$ cat config.mk
export PLATFORM = sky130hd
export DESIGN_NAME = board_mem_arbiter
export DESIGN_NICKNAME = d
export VERILOG_FILES = /design/src/rtl/board_mem_arbiter.sv
export SDC_FILE = /design/constraint.sdc
export NUM_CORES = 1
export LEC_CHECK = 0
export ABC_CLOCK_PERIOD_IN_PS = 1600
export CORE_ASPECT_RATIO = 0.8
export CORE_MARGIN = 2
export CORE_UTILIZATION = 42
export CTS_CLUSTER_DIAMETER = 150
export DETAILED_ROUTE_END_ITERATION = 10
export HOLD_SLACK_MARGIN = 0.05
export PLACE_DENSITY = 0.74
export REMOVE_ABC_BUFFERS = 1
export SLEW_MARGIN = 20
export SYNTH_ARGS = -nofsm -noshare
export SYNTH_HDL_FRONTEND = slang
export SYNTH_SLANG_ARGS = --single-unit
$ cat constraint.sdc
create_clock -name pixclk -period 1.6 [get_ports pixclk]
set_input_delay 0.32 -clock pixclk [delete_from_list [all_inputs] [get_ports pixclk]]
set_output_delay 0.32 -clock pixclk [all_outputs]
set_load 0.01 [all_outputs]
$ cat src/rtl/board_mem_arbiter.sv
// Board RAM arbiter: video reads take priority and game accesses fill the idle slots; reads return on their owner's port.
// Latency: mem_* 1 edge after sampling, rdata/rvalid 3 edges after sampling. Backpressure: game holds gm_req until gm_gnt; video has none.
module board_mem_arbiter #(
    parameter int ADDR_W        = 8,
    parameter int DATA_W        = 3,
    parameter int DEPTH         = 200,
    parameter int WR_BLANK_ONLY = 1,
    parameter int STARVE_MAX    = 16
) (
    input  logic              pixclk,
    input  logic              rst_n,
    input  logic              vde,
    input  logic              vid_req,
    input  logic [ADDR_W-1:0] vid_addr,
    output logic [DATA_W-1:0] vid_rdata,
    output logic              vid_rvalid,
    input  logic              gm_req,
    input  logic              gm_we,
    input  logic [ADDR_W-1:0] gm_addr,
    input  logic [DATA_W-1:0] gm_wdata,
    output logic              gm_gnt,
    output logic [DATA_W-1:0] gm_rdata,
    output logic              gm_rvalid,
    output logic              gm_oob,
    output logic              gm_starve,
    output logic              mem_en,
    output logic              mem_we,
    output logic [ADDR_W-1:0] mem_addr,
    output logic [DATA_W-1:0] mem_wdata,
    input  logic [DATA_W-1:0] mem_rdata
);

    localparam int CW = $clog2(STARVE_MAX + 1);
    localparam logic [ADDR_W:0] DEPTH_C  = DEPTH[ADDR_W:0];
    localparam logic [CW-1:0]   STARVE_C = CW'(STARVE_MAX);

    typedef enum logic {G_IDLE, G_ACK} gstate_t;

    gstate_t           gstate;
    logic [CW-1:0]     pend_cnt;
    logic              t1_vld, t1_gm, t1_oob;
    logic              t2_vld, t2_gm, t2_oob;

    logic              gm_blocked;
    logic              gm_take;
    logic              issue;
    logic              issue_rd;
    logic [ADDR_W-1:0] sel_addr;
    logic              sel_in_range;
    logic [DATA_W-1:0] ret_dat;

    // Writes during active video would tear the displayed frame; reads are harmless.
    assign gm_blocked   = gm_we && (WR_BLANK_ONLY != 0) && vde;
    assign gm_take      = !vid_req && gm_req && (gstate == G_IDLE) && !gm_blocked;
    assign issue        = vid_req || gm_take;
    assign issue_rd     = vid_req || (gm_take && !gm_we);
    assign sel_addr     = vid_req ? vid_addr : gm_addr;
    assign sel_in_range = ({1'b0, sel_addr} < DEPTH_C);
    assign ret_dat      = t2_oob ? '0 : mem_rdata;
    assign gm_starve    = (pend_cnt == STARVE_C);

    always_ff @(posedge pixclk or negedge rst_n) begin
        if (!rst_n) begin
            gstate     <= G_IDLE;
            pend_cnt   <= '0;
            mem_en     <= 1'b0;
            mem_we     <= 1'b0;
            mem_addr   <= '0;
            mem_wdata  <= '0;
            gm_gnt     <= 1'b0;
            gm_oob     <= 1'b0;
            t1_vld     <= 1'b0;
            t1_gm      <= 1'b0;
            t1_oob     <= 1'b0;
            t2_vld     <= 1'b0;
            t2_gm      <= 1'b0;
            t2_oob     <= 1'b0;
            vid_rvalid <= 1'b0;
            vid_rdata  <= '0;
            gm_rvalid  <= 1'b0;
            gm_rdata   <= '0;
        end else begin
            mem_en    <= issue && sel_in_range;
            mem_we    <= gm_take && gm_we && sel_in_range;
            mem_addr  <= issue ? sel_addr : '0;
            mem_wdata <= gm_take ? gm_wdata : '0;
            gm_gnt    <= gm_take;
            gm_oob    <= gm_take && !sel_in_range;

            case (gstate)
                G_IDLE:  if (gm_take) gstate <= G_ACK;
                default: gstate <= G_IDLE;
            endcase

            // Tag stage 1 lines up with mem_*, stage 2 with mem_rdata.
            t1_vld <= issue_rd;
            t1_gm  <= !vid_req;
            t1_oob <= !sel_in_range;
            t2_vld <= t1_vld;
            t2_gm  <= t1_gm;
            t2_oob <= t1_oob;

            vid_rvalid <= t2_vld && !t2_gm;
            gm_rvalid  <= t2_vld && t2_gm;
            if (t2_vld && !t2_gm) vid_rdata <= ret_dat;
            if (t2_vld && t2_gm)  gm_rdata  <= ret_dat;

            if (!gm_req || gm_take)
                pend_cnt <= '0;
            else if (pend_cnt != STARVE_C)
                pend_cnt <= pend_cnt + CW'(1);
        end
    end

endmodule

# After elaboration in Yosys (flattened, before gate mapping)
# Cells that the tools add are included.
# word_totals
ff_bits	35
inputBits	28
elab_cells	52
# op_classes
addsub	1
n_lt_le_gt_ge	1
eq_ne	2
muxes	8
n_bitwise	1
reduce_logical	21
# op_table
operator	n
two-way mux 8 bit	2
logical AND 1 bit	11
two-way mux 5 bit	2
less-than comparator 8 bit, second input constant	1
logical NOT 1 bit	6
two-way mux 3 bit	2
adder 5 x 1 -> 5 bit, second input constant	1
== test 5 bit, second input constant	1
!= test 5 bit, second input constant	1
logical OR 1 bit	3
two-way mux 1 bit	2
nonzero test 2 bit	1
NOT 1 bit	1

# Logic depth before layout (Yosys ltp)
# logic_depth
word_depth	6
mapped_depth	6

# Least setup slack after synthesis
# Ideal clock, no wire load.
# synth_timing
path_kind	reg2reg
startpoint	reg pend_cnt[0]
endpoint	reg pend_cnt[1]
arrival_ns	1.233
t_required_ns	1.470
path_slack_ns	0.236
path_stages_with_launch	7
path_buffers	1
period_less_slack_ns	1.364
cell_sequence	dfrtp_1 > inv_1 > ha_1 > nor4bb_1 > buf_2 > mux2i_1 > nor2_1
# synth_via
elab_chain_cells	3
# synth_lines
element	line	text
start, declared	40	logic [CW-1:0] pend_cnt;
start signal, assigned	111	pend_cnt <= pend_cnt + CW'(1);
adder 5 x 1 -> 5 bit	111	
two-way mux 5 bit	110	else if (pend_cnt != STARVE_C)
two-way mux 5 bit	108	if (!gm_req || gm_take)
# Several ways; a longest one is shown, not always the timed one. The select of a mux whose other input is x is not followed.
# A chain may end at the register's enable or synchronous reset.

# Final worst setup path
# layout_timing
startpoint	reg pend_cnt[0]
endpoint	out gm_starve
# layout_via
elab_chain_cells	1
# layout_lines
element	line	text
== test 5 bit	60	assign gm_starve = (pend_cnt == STARVE_C);
end, declared	25	output logic gm_starve,
# Every way passes these cells.

==> summary.md <==
- **status** complete, but fails checks
- **violations in the final reports** negative setup slack
- **class of the most critical hold timing path** flip-flop to flip-flop
- **leakage power of the design** 0.993 nW
- **unrepaired setup endpoints after global routing** yes
- **master cell of the clock root buffer** clkbuf_8
- **final layout net count** 209
- **later-pin clock latency in the skew report** 0.27 ns
- **count of input and output buffers** 51
- **worst reg2reg startpoint** pend_cnt[0]
- **clock tree buffer depth** 2
- **number of vias after detailed routing** 1051
- **kind of capture point of the worst setup path** primary output
- **Max-slew headroom** 0.802
- **drt drc** 0
- **fraction of registers with async set/reset** 1.00
- **cell area after placement** 2000 um2
- **aggregate global-route resource usage** 0.174
- **number of inserted filler cells in the final layout** 228
- **count of distinct cell types in the synthesized netlist** 25
- **initial DRC count** 35
- **worst-margin pin slew** 0.294 ns
- **least setup slack across all paths after layout** -0.00158 ns
- **DIE AREA** 3650 um2
- **first-pass GRT wire length** 4560 um
- **category of cells accounting for the largest share of critical-path delay** flip-flops
- **antenna fix cells** 0
- **synth top area cells** dfrtp_1, mux2i_1, nor2_1
- **total clock sinks** 35
- **share of the synthesized area in the top cell type** 0.656
- **proportion of layout cells with a drive suffix above 1** 0.178
- **maximum number of pins on one net before global-route repair** 36
- **estimated wirelength of the detail-placed design** 2120 um
- **Finished Cell Area** 2140 um2
- **synthesized instance count** 107
- **mean instance size in the synthesized netlist** 12.5 um2
- **critical path startpoint category** flip-flop
- **H-tree Lvls** 2
- **DR WL/cell** 13.2 um
- **Area Overhead vs Synth** 60.4%
- **flop-to-flop setup slack** 0.14 ns
- **initial antenna violation count** 0
- **dominant cell by count in the synthesized netlist** dfrtp_1
- **count of antenna-violating nets left after detailed routing** 0
- **number of core rows** 18
- **number of flops mapped to enable cells by yosys** 0
- **final cycle utilization of the critical path** 1.00
- **time the worst path needs with I/O delays and setup** 1.60 ns
- **length of the first detailed-routing pass in iterations** 4
- **critical path data required time** 1.28 ns
- **core region area** 3060 um2
- **Seq/Total Area, Yosys** 0.656
- **total wire length after detailed routing** 2910 um
- **worst path buffer plus inverter count** 2
- **slowest cell on the critical path** dfrtp_1
- **drt via density** 4.78
- **maximum vdd ir drop** 0.717 mV
- **Final setup viols** 1
- **signal arrival time at the worst endpoint** 1.28 ns
- **CP Cell Sequence** inv_2, ha_4, nor4bb_4, buf_2
- **Chip Height** 54.4 um
- **TritonCTS clock tree** built
- **delay contributed by the slowest stage of the critical path** 0.39 ns
- **startpoint of the lowest-slack hold path** t1_vld
- **number of buffers created by CTS** 5
- **width of the chip** 67.0 um
- **main flop type after synthesis** dfrtp_1
- **number of synthesized register bits** 35
- **cell types with the highest counts after synthesis** dfrtp_1, nor2_1, nand2_1, o21ai_0
- **Initial Util** 0.436
- **GR Overflow Total** 0
- **clock edge transition at the registers on the reported setup and hold paths** 0.07 ns
- **Boundary Pins** 52
- **origin of the worst setup path** pend_cnt[0]
- **Fin Hold WS** 0.355 ns
- **post-synth design cell area** 1340 um2
- **last weighted congestion value of the routability-driven placer** 0.701
- **maximum clock skew at final layout** 0.00785 ns
- **Synthesis Warnings** 0
- **Max Transition Viols Final** 0
- **Synth area leader** dfrtp_1
- **max-cap violations** 0
- **worst-path fanout max** 2
- **start-to-end type of the worst setup path** flip-flop to primary output
- **via count of the first global-routing pass** 1070
- **maximum frequency from static timing analysis** 624 MHz
- **Cell Pwr Density** 939 nW/um2
- **final count of hold timing violations** 0
==> cell type report <==
type | instances | area, um2 | share of cell area
multi-input cells | 64 | 454 | 0.212
flip-flops and latches | 35 | 876 | 0.409
repair buffers | 67 | 638 | 0.298
clock buffers | 8 | 100 | 0.0468
well taps | 40 | 50.0 | 0.0234
inverters | 6 | 22.5 | 0.0105
==> stage by stage <==
step	std cells	worst slack, ns	utilization	total power, mW	setup TNS [ns]
3_5_place_dp	209	-0.266	0.652	1.35	-1.35
4_1_cts	217	0.00481	0.688	2.02	0
6_report	220	-0.00158	0.699	2.01	-0.00158
2_1_floorplan	105	-0.194	-	1.10	-0.461
3_3_place_gp	209	-0.183	0.652	1.33	-0.678
5_1_grt	220	-0.0806	0.699	2.11	-0.0806
==> cells by family after synthesis <==
kind of cell / count (synthesis) / share of synthesized area
compound gates: 14 / 0.0694
simple gates: 38 / 0.160
buf+inv: 8 / 0.0244
xor+xnor: 4 / 0.0262
mux: 6 / 0.0450
fa+ha+maj: 2 / 0.0187
flops: 35 / 0.656
==> routing by layer <==
metal  up-vias  global-route usage  wire length [um]
li1        501                   -                 -
met1       506               0.188              1100
met2        42               0.328              1540
met3         2              0.0638               255
met4         0              0.0408                10
met5         -                   0                 0
==> registers in the layout, indices dropped and copies added (netlist names), 3 cells and up <==
| name | count |
|---|---|
| gm_rdata | 3 |
| mem_addr | 8 |
| mem_wdata | 3 |
| pend_cnt | 5 |
| vid_rdata | 3 |
==> worst paths after layout <==
| kind | to | cells past startpoint |
|---|---|---|
| worst max register to register | pend_cnt[1] | 7 |
| worst min-delay path | t2_vld | 0 |
| min in group asynchronous | t1_gm | 2 |
| worst max-delay path | gm_starve | 4 |
| worst min register to register | t2_vld | 0 |
| max in group asynchronous | gm_oob | 2 |
==> power breakdown <==
group	internal, mW	switching [mW]	leakage (nW)
logic	0.219	0.149	0.493
clock network	0.392	0.273	0.0515
registers	0.950	0.0272	0.448
==> cells in the final DEF, fill, tap and decap left out, types with 2 or more instances in the layout <==
master / Yosys / routed
a22o_1: 3 / 3
and2_1: 4 / 4
buf_4: 0 / 15
clkbuf_8: 0 / 7
clkdlybuf4s50_1: 0 / 50
dfrtp_1: 35 / 35
inv_1: 6 / 4
inv_2: 0 / 2
mux2i_1: 6 / 6
nand2_1: 8 / 8
nand2b_1: 5 / 5
nand3_1: 3 / 3
nor2_1: 11 / 11
o21ai_0: 7 / 7
xnor2_1: 2 / 2
xor2_1: 2 / 2
==> what timing repair did <==
item	4_1_cts	5_1_grt
endpoints found under the setup margin	1	1
resized for setup	6	4
pin swaps	1	1
hold buffers	0	0
buffers inserted	0	3
Power figures use the tool's default switching activity.
